### src/rtl/uart_tx_serializer.sv
// uart_tx_serializer
//   Asynchronous serial transmitter. One byte is accepted per send request in
//   idle and shifted out as: start bit (0), 8 data bits LSB first, optional
//   parity bit, then 1 or 2 stop bits (1). Every bit lasts CLKS_PER_BIT clocks.
//
// Parameters
//   CLKS_PER_BIT  clock cycles per serial bit (>= 2)
//   PARITY        0 = none, 1 = odd, 2 = even
//   STOP_BITS     1 or 2
//
// Ports
//   clk   in   system clock, rising edge
//   rst   in   asynchronous active-high reset
//   send  in   transmit request, level sensitive while idle
//   data  in   byte to send, captured when send is accepted
//   busy  out  high for the whole frame
//   tx    out  serial line, idle high (driven straight from a flop)
module uart_tx_serializer #(
    parameter int unsigned CLKS_PER_BIT = 4,
    parameter int unsigned PARITY       = 0,
    parameter int unsigned STOP_BITS    = 1
) (
    input  logic       clk,
    input  logic       rst,
    input  logic       send,
    input  logic [7:0] data,
    output logic       busy,
    output logic       tx
);

    if (CLKS_PER_BIT < 2) begin : gen_bad_clks
        $error("uart_tx_serializer: CLKS_PER_BIT must be >= 2");
    end
    if (PARITY > 2) begin : gen_bad_parity
        $error("uart_tx_serializer: PARITY must be 0, 1 or 2");
    end
    if (STOP_BITS < 1 || STOP_BITS > 2) begin : gen_bad_stop
        $error("uart_tx_serializer: STOP_BITS must be 1 or 2");
    end

    localparam int unsigned DivW = (CLKS_PER_BIT > 2) ? $clog2(CLKS_PER_BIT) : 1;
    localparam logic [DivW-1:0] DivMax = DivW'(CLKS_PER_BIT - 1);

    typedef enum logic [2:0] {
        StIdle,
        StStart,
        StData,
        StParity,
        StStop
    } state_e;

    state_e          state_q;
    logic [DivW-1:0] div_q;       // cycles left in the current bit, minus one
    logic [2:0]      bit_idx_q;   // data bit currently on the line
    logic [7:0]      shreg_q;     // remaining data bits, next one at [0]
    logic            par_q;       // parity bit, computed once at acceptance
    logic            stop_idx_q;  // which stop bit is on the line
    logic            tx_q;
    logic            busy_q;

    assign tx   = tx_q;
    assign busy = busy_q;

    always_ff @(posedge clk or posedge rst) begin
        if (rst) begin
            state_q    <= StIdle;
            div_q      <= '0;
            bit_idx_q  <= '0;
            shreg_q    <= '0;
            par_q      <= 1'b0;
            stop_idx_q <= 1'b0;
            tx_q       <= 1'b1;
            busy_q     <= 1'b0;
        end else begin
            unique case (state_q)
                StIdle: begin
                    tx_q   <= 1'b1;
                    busy_q <= 1'b0;
                    if (send) begin
                        shreg_q <= data;
                        // Odd parity sets the bit when the data has an even
                        // number of ones; even parity copies the data's XOR.
                        par_q   <= (PARITY == 1) ? ~(^data) : ^data;
                        div_q   <= DivMax;
                        state_q <= StStart;
                        tx_q    <= 1'b0;
                        busy_q  <= 1'b1;
                    end
                end

                StStart: begin
                    if (div_q == '0) begin
                        div_q     <= DivMax;
                        bit_idx_q <= '0;
                        tx_q      <= shreg_q[0];
                        shreg_q   <= shreg_q >> 1;
                        state_q   <= StData;
                    end else begin
                        div_q <= div_q - 1'b1;
                    end
                end

                StData: begin
                    if (div_q == '0) begin
                        div_q <= DivMax;
                        if (bit_idx_q == 3'd7) begin
                            if (PARITY != 0) begin
                                tx_q    <= par_q;
                                state_q <= StParity;
                            end else begin
                                tx_q       <= 1'b1;
                                stop_idx_q <= 1'b0;
                                state_q    <= StStop;
                            end
                        end else begin
                            bit_idx_q <= bit_idx_q + 3'd1;
                            tx_q      <= shreg_q[0];
                            shreg_q   <= shreg_q >> 1;
                        end
                    end else begin
                        div_q <= div_q - 1'b1;
                    end
                end

                StParity: begin
                    if (div_q == '0) begin
                        div_q      <= DivMax;
                        tx_q       <= 1'b1;
                        stop_idx_q <= 1'b0;
                        state_q    <= StStop;
                    end else begin
                        div_q <= div_q - 1'b1;
                    end
                end

                StStop: begin
                    if (div_q == '0) begin
                        div_q <= DivMax;
                        if (stop_idx_q == 1'(STOP_BITS - 1)) begin
                            // Frame ends here; send is only looked at from
                            // the following idle cycle, giving a 1-cycle gap.
                            tx_q    <= 1'b1;
                            busy_q  <= 1'b0;
                            state_q <= StIdle;
                        end else begin
                            stop_idx_q <= 1'b1;
                        end
                    end else begin
                        div_q <= div_q - 1'b1;
                    end
                end

                default: begin
                    tx_q    <= 1'b1;
                    busy_q  <= 1'b0;
                    state_q <= StIdle;
                end
            endcase
        end
    end

endmodule

### config.mk
export PLATFORM = sky130hd
export DESIGN_NAME = uart_tx_serializer
export DESIGN_NICKNAME = d
export VERILOG_FILES = /design/src/rtl/uart_tx_serializer.sv
export SDC_FILE = /design/constraint.sdc
export NUM_CORES = 1
export LEC_CHECK = 0
export BUFFER_PORTS_ARGS = -buffer_cell sky130_fd_sc_hd__buf_2
export CORE_MARGIN = 1.5
export CORE_UTILIZATION = 55
export DETAILED_ROUTE_END_ITERATION = 8
export GPL_ROUTABILITY_DRIVEN = 1
export PLACE_DENSITY = 0.77
export SKIP_CTS_REPAIR_TIMING = 1
export SYNTH_ARGS = -nofsm -noshare
export SYNTH_HDL_FRONTEND = slang
export SYNTH_SLANG_ARGS = --single-unit
### constraint.sdc
create_clock -name clk -period 2.2 [get_ports clk]
set_clock_uncertainty 0.2 [all_clocks]
set_input_delay 0.33 -clock clk [delete_from_list [all_inputs] [get_ports clk]]
set_output_delay 0.33 -clock clk [all_outputs]
set_load 0.1 [all_outputs]
* Yosys cells after proc, flatten, opt, wreduce, memory -nomap -nowiden
Cells that the tools add are included.
** Operators by class
- Add/sub/neg operators :: 2
- $mul :: 0
- Divide/modulo/power cells :: 0
- Order comparisons :: 0
- Eq/ne operators :: 13
- Shift-type cells :: 0
- Mux-type cells :: 38
- Bitwise operators :: 1
- Reductions and logical operators :: 15
** Operators by type and width (number)
- $mux 8 :: 4
- $mux 3 :: 10
- $pmux 8 s3 :: 1
- $ne 2x2->1 const B :: 8
- $mux 1 :: 15
- $pmux 3 s5 :: 1
- $reduce_and 5->1 :: 3
- $reduce_and 7->1 :: 1
- $eq 3x2->1 const B :: 2
- $eq 3x3->1 const B :: 2
- $pmux 1 s3 :: 2
- $pmux 3 s2 :: 1
- $reduce_bool 3->1 :: 2
- $pmux 1 s5 :: 1
- $mux 2 :: 2
- $pmux 2 s2 :: 1
- $reduce_and 4->1 :: 1
- $reduce_bool 2->1 :: 2
- $reduce_or 4->1 :: 1
- $add 3x1->3 const B :: 1
- $eq 3x1->1 const B :: 1
- $logic_not 3->1 :: 1
- $reduce_and 3->1 :: 1
- $reduce_or 3->1 :: 1
- other kinds (4) :: 4
** Storage, ports and cells
- Flip-flop bits (word level) :: 19
- Bits in latches :: 0
- RAM bits :: 0
- ROM bits :: 0
- Input bits :: 11
- Output and inout bits :: 2
- Logic and storage cells :: 76
- Memories kept :: 0

* Logic depth before layout (Yosys ltp)
- Depth in word-level cells :: 4
- Depth in mapped cells :: 7
- Depth with buffers taken out :: 6

* Worst setup path after synthesis
OpenSTA, ideal clock, no wires.
- Path type :: register -> register
- From :: reg bit_idx_q[0]
- To :: reg shreg_q[3]
- Library setup time :: 0.073 ns
- Data arrival time :: 1.517 ns
- Required time :: 1.927 ns
- Slack :: 0.410 ns
- Cell stages (with the launch flop) :: 8
- Buffers on the path :: 1
- Period minus slack after synthesis :: 1.790 ns
- Path through :: dfrtp_1 > ha_1 > ha_1 > nand4bb_1 > a31oi_4 > buf_6 > nor2_1 > a21oi_2
** On the way
- Word-level cells in the longest chain between the ends :: 3
** Ends and longest elaborated chain
- start: declaration :: line 54 : logic [2:0] bit_idx_q;
- start signal: assignment :: line 116 : bit_idx_q <= bit_idx_q + 3'd1;
- $eq 3x3->1 :: line 106 : if (bit_idx_q == 3'd7) begin
- $ne 2x2->1 (no line)
- $reduce_and 5->1 (no line)
- end signal: assignment :: line 80 : shreg_q <= data;
- end signal: assignment :: line 96 : shreg_q <= shreg_q >> 1;
- end signal: assignment :: line 118 : shreg_q <= shreg_q >> 1;
- end: declaration :: line 55 : logic [7:0] shreg_q;
Every way passes these cells.
A chain may end at the register's enable or synchronous reset.

* Final worst setup path
- From :: reg bit_idx_q[0]
- To :: reg bit_idx_q[0]
** On the way
- Word-level cells in the longest chain between the ends :: 4
- Elaborated cells on any way between the ends :: 7
- Those cells by class :: add/sub (1); eq/ne (2); mux (3); reduce/logical (1)
** Ends and longest elaborated chain
- $add 3x1->3 :: line 116
- $mux 3 :: line 106
- $mux 3 :: line 104 : if (div_q == '0) begin
- $pmux 3 s2 :: line 75 : unique case (state_q)
Parallel ways exist; a longest one is shown, timed or not. The select of a mux whose other input is x is not followed.

==> summary.txt <==
Critical path
  • Largest driver fanout on the critical path: 3
  • Kind of start point of the critical path: flip-flop
  • CP Data Arrival Time: ~2 ns
  • Sort of element at the end of the critical path: flip-flop
  • WS Path Type: flip-flop to flip-flop
  • Register-to-Register Path Depth: 6
  • CP Data Required Time: 2.20 ns

Pwr
  • Total power per unit cell area: 1630 nW/um2
  • Reported leakage power: about 0.54 nW
  • Largest vdd supply drop: between 700 and 800 uV

STA
  • Setup ws final: roughly 0.19 ns
  • Count of endpoints failing setup in the final report: 0
  • Number of pins with negative max-slew slack in the final report: 0
  • Upper clock frequency limit: around 0.50 GHz
  • Part of the cycle the worst path needs: 91.3%
  • Number of hold violations in the final report: 0
  • Sum of negative setup slack: 0 ns
  • Unrepaired setup endpoints after global routing: no
  • Min Clock Period, post-route: ~2.0 ns
  • Slew at the pin with the worst max-slew slack: between 0.6 and 0.7 ns
  • Worst-case headroom to the max-slew limit: 55.2%

Global routing
  • Number of global-route vias before repair: 740
  • Largest net degree at the start of global routing: 19
  • Antenna violations before repair: 0
  • Global route total overflow: 0
  • Aggregate global-route resource usage: approximately a quarter
  • Wire length of the first global-routing pass: 3330 um

Finish
  • Share of layout cells above drive strength 1: 24.6%
  • Number of nets in the layout: around 130
  • Antenna diodes: 0
  • Area delta synth->final: 13.8%

Placed design
  • Routability Congestion: 0.776
  • Count of buffers from port buffering: 12
  • HPWL after DPL: around 1400 um
  • Worst-case setup slack after placement: 0.149 ns

Clocking
  • Total clock sinks: 18
  • TritonCTS clock tree: built
  • Clock Pin Slew Worst Setup and Hold Paths: 0.10 ns
  • H-tree levels: 1
  • Clock Tree Buf Depth: 2
  • Cell at the root of the clock tree: sky130_fd_sc_hd__clkbuf_4
  • Worst-Skew Late Latency: 0.31 ns
  • Number of buffers inserted during clock tree synthesis: 3

Floorplanning
  • Number of rows created at floorplan: 15
  • Total I/O pin count: 13
  • Overall die area: around 2100 um2
  • Starting density of the core: 58.3%
  • Die Y: 45.8 um
  • Die W: 45.8 um
  • Core Area: roughly 1700 um2

Detailed routing
  • Number of remaining DRC errors: 0
  • Sum of routed wire length over all layers: 2040 um
  • DRT iter0 DRCs: 12
  • Number of search-and-repair iterations in the first detailed-routing pass: 4
  • Number of vias in the routed layout: between 800 and 900
  • Antenna-violating nets left: 0
  • Ratio of routed vias to standard cells: between 5 and 6
  • Wire length per cell: approximately 14 um

Synth
  • Cell Area, Synth: around 1000 um2
  • Largest cells by area after synthesis: sky130_fd_sc_hd__dfrtp_1 (42%), sky130_fd_sc_hd__mux2i_1 (10%), sky130_fd_sc_hd__nor2_1 (4.9%)
  • Async S/R FF share, synth: 100%
  • Seq cells post-synth: 18
  • Number of library cell types mapped by synthesis: 32
  • Post-synth EDFFs: 0
  • Sequential share of the synthesized area: approximately 45%
  • Fraction of synthesized cell area taken by the top area cell type: between 40 and 50%
  • Synthesized Nets: about 120
  • Cell count after synthesis: roughly 100
  • Most repeated cell in the gate-level netlist after synthesis: sky130_fd_sc_hd__dfrtp_1
  • Synthesis Warnings: 0
  • Top cells by count, synth: sky130_fd_sc_hd__dfrtp_1 (17), sky130_fd_sc_hd__nor2_1 (13), sky130_fd_sc_hd__mux2i_1 (10)
  • Library cell with the largest summed area after synthesis: sky130_fd_sc_hd__dfrtp_1
  • Synthesized area per cell: approximately 10 um2
  • Primary flip-flop cell chosen by synthesis mapping: sky130_fd_sc_hd__dfrtp_1

Job
  • Max-cap violations: 0

Run status
  • Outcome: finished clean

Hold path
  • Hold-critical path depth: 3
  • Path category of the worst min-delay check: input port to flip-flop
-- cell usage in the layout (no fill, tap or decap) --
master	count
sky130_fd_sc_hd__or3_1	1
sky130_fd_sc_hd__or3b_4	1
sky130_fd_sc_hd__inv_1	8
sky130_fd_sc_hd__nand2_1	4
sky130_fd_sc_hd__a21oi_2	2
sky130_fd_sc_hd__nor2_1	13
sky130_fd_sc_hd__mux2i_1	10
sky130_fd_sc_hd__nand4b_1	1
sky130_fd_sc_hd__a21boi_0	1
sky130_fd_sc_hd__o22ai_1	1
sky130_fd_sc_hd__mux2_2	1
sky130_fd_sc_hd__a21o_1	1
sky130_fd_sc_hd__ha_1	3
sky130_fd_sc_hd__dfstp_2	1
sky130_fd_sc_hd__dfrtp_1	17
sky130_fd_sc_hd__o21ai_0	6
sky130_fd_sc_hd__buf_2	12
sky130_fd_sc_hd__nand3b_1	2
sky130_fd_sc_hd__nand2b_1	3
sky130_fd_sc_hd__nor2_4	1
sky130_fd_sc_hd__dlygate4sd3_1	1
sky130_fd_sc_hd__xnor2_1	1
sky130_fd_sc_hd__o32a_1	1
sky130_fd_sc_hd__a21oi_1	8
sky130_fd_sc_hd__nand4bb_1	1
sky130_fd_sc_hd__o311ai_0	1
sky130_fd_sc_hd__o32ai_1	1
sky130_fd_sc_hd__buf_4	5
sky130_fd_sc_hd__nand3_1	1
sky130_fd_sc_hd__or2_2	1
sky130_fd_sc_hd__clkbuf_4	3
sky130_fd_sc_hd__nor3_1	3
sky130_fd_sc_hd__a31oi_4	1
sky130_fd_sc_hd__clkbuf_8	1
-- worst max-delay path, cell delays in order, from the launching register on --
cell and delay [ns]:
sky130_fd_sc_hd__dfrtp_1 0.42, sky130_fd_sc_hd__ha_1 0.23, sky130_fd_sc_hd__ha_1 0.21, sky130_fd_sc_hd__nand2b_1 0.18
sky130_fd_sc_hd__mux2i_1 0.16, sky130_fd_sc_hd__nand3_1 0.19, sky130_fd_sc_hd__mux2_2 0.32
-- report_power, final --
part | total, W | switching [W] | internal, W
registers | 0.000619 | 0.000138 | 0.000481
logic | 0.00104 | 0.000596 | 0.000441
clock network | 0.000212 | 0.000111 | 0.000101
total | 0.00187 | 0.000844 | 0.00102
-- per-layer routing --
metal	track usage (%)	vias up	wire length, um
met5	0	-	0
met4	12.0	0	46
met3	3.57	5	44
met2	40.3	11	1080
met1	28.5	407	874
li1	-	384	-
-- logic make-up after synthesis --
family	Yosys count	share of synthesized area, %
AO/OA/AOI/OAI	23	15.7
XOR/XNOR	1	0.871
adder cells (fa/ha/maj)	3	3.73
buffers and inverters	13	6.59
flip-flops	18	44.9
multiplexers	11	11.1
AND/OR/NAND/NOR	32	17.2
-- flip-flops by register name (all words and copies together), names as in the netlist --
signal	flops
state_q	3
div_q	2
shreg_q	8
tx	1
busy	1
bit_idx_q	3
-- cell type report --
class | count | area, um2
Clock buffer | 4 | 36.3
Tap cell | 25 | 31.3
Fill cell | 144 | 582
Timing Repair Buffer | 18 | 108
Multi-Input combinational cell | 70 | 488
Inverter | 8 | 30.0
Sequential cell | 18 | 452
-- metrics by stage --
stage               utilization (%)  total power, W  hold WS [ns]  cell area (um2)  std cells
floorplan                         -         0.00146        0.0678             1010        101
global placement               62.3         0.00155         0.254             1080        135
detailed placement             62.3         0.00161         0.263             1080        135
CTS                            64.4         0.00182       -0.0720             1110        139
global route                   66.3         0.00202        0.0987             1140        143
finish                         66.3         0.00187        0.0737             1140        143
-- worst paths after layout --
check                                              start                        to  slack, ns
worst min-delay path                             data[7]    shreg_q[7]$_DFFE_PP0P_       0.07
worst min register to register      div_q[0]$_DFFE_PP0P_      div_q[0]$_DFFE_PP0P_       0.32
worst max-delay path            bit_idx_q[0]$_DFFE_PP0P_  bit_idx_q[0]$_DFFE_PP0P_       0.19
min in group asynchronous                            rst    state_q[0]$_DFFE_PP0P_       0.46
worst max register to register  bit_idx_q[0]$_DFFE_PP0P_  bit_idx_q[0]$_DFFE_PP0P_       0.19
max in group asynchronous                            rst    shreg_q[3]$_DFFE_PP0P_       0.91
(Power assumes the default switching activity.)
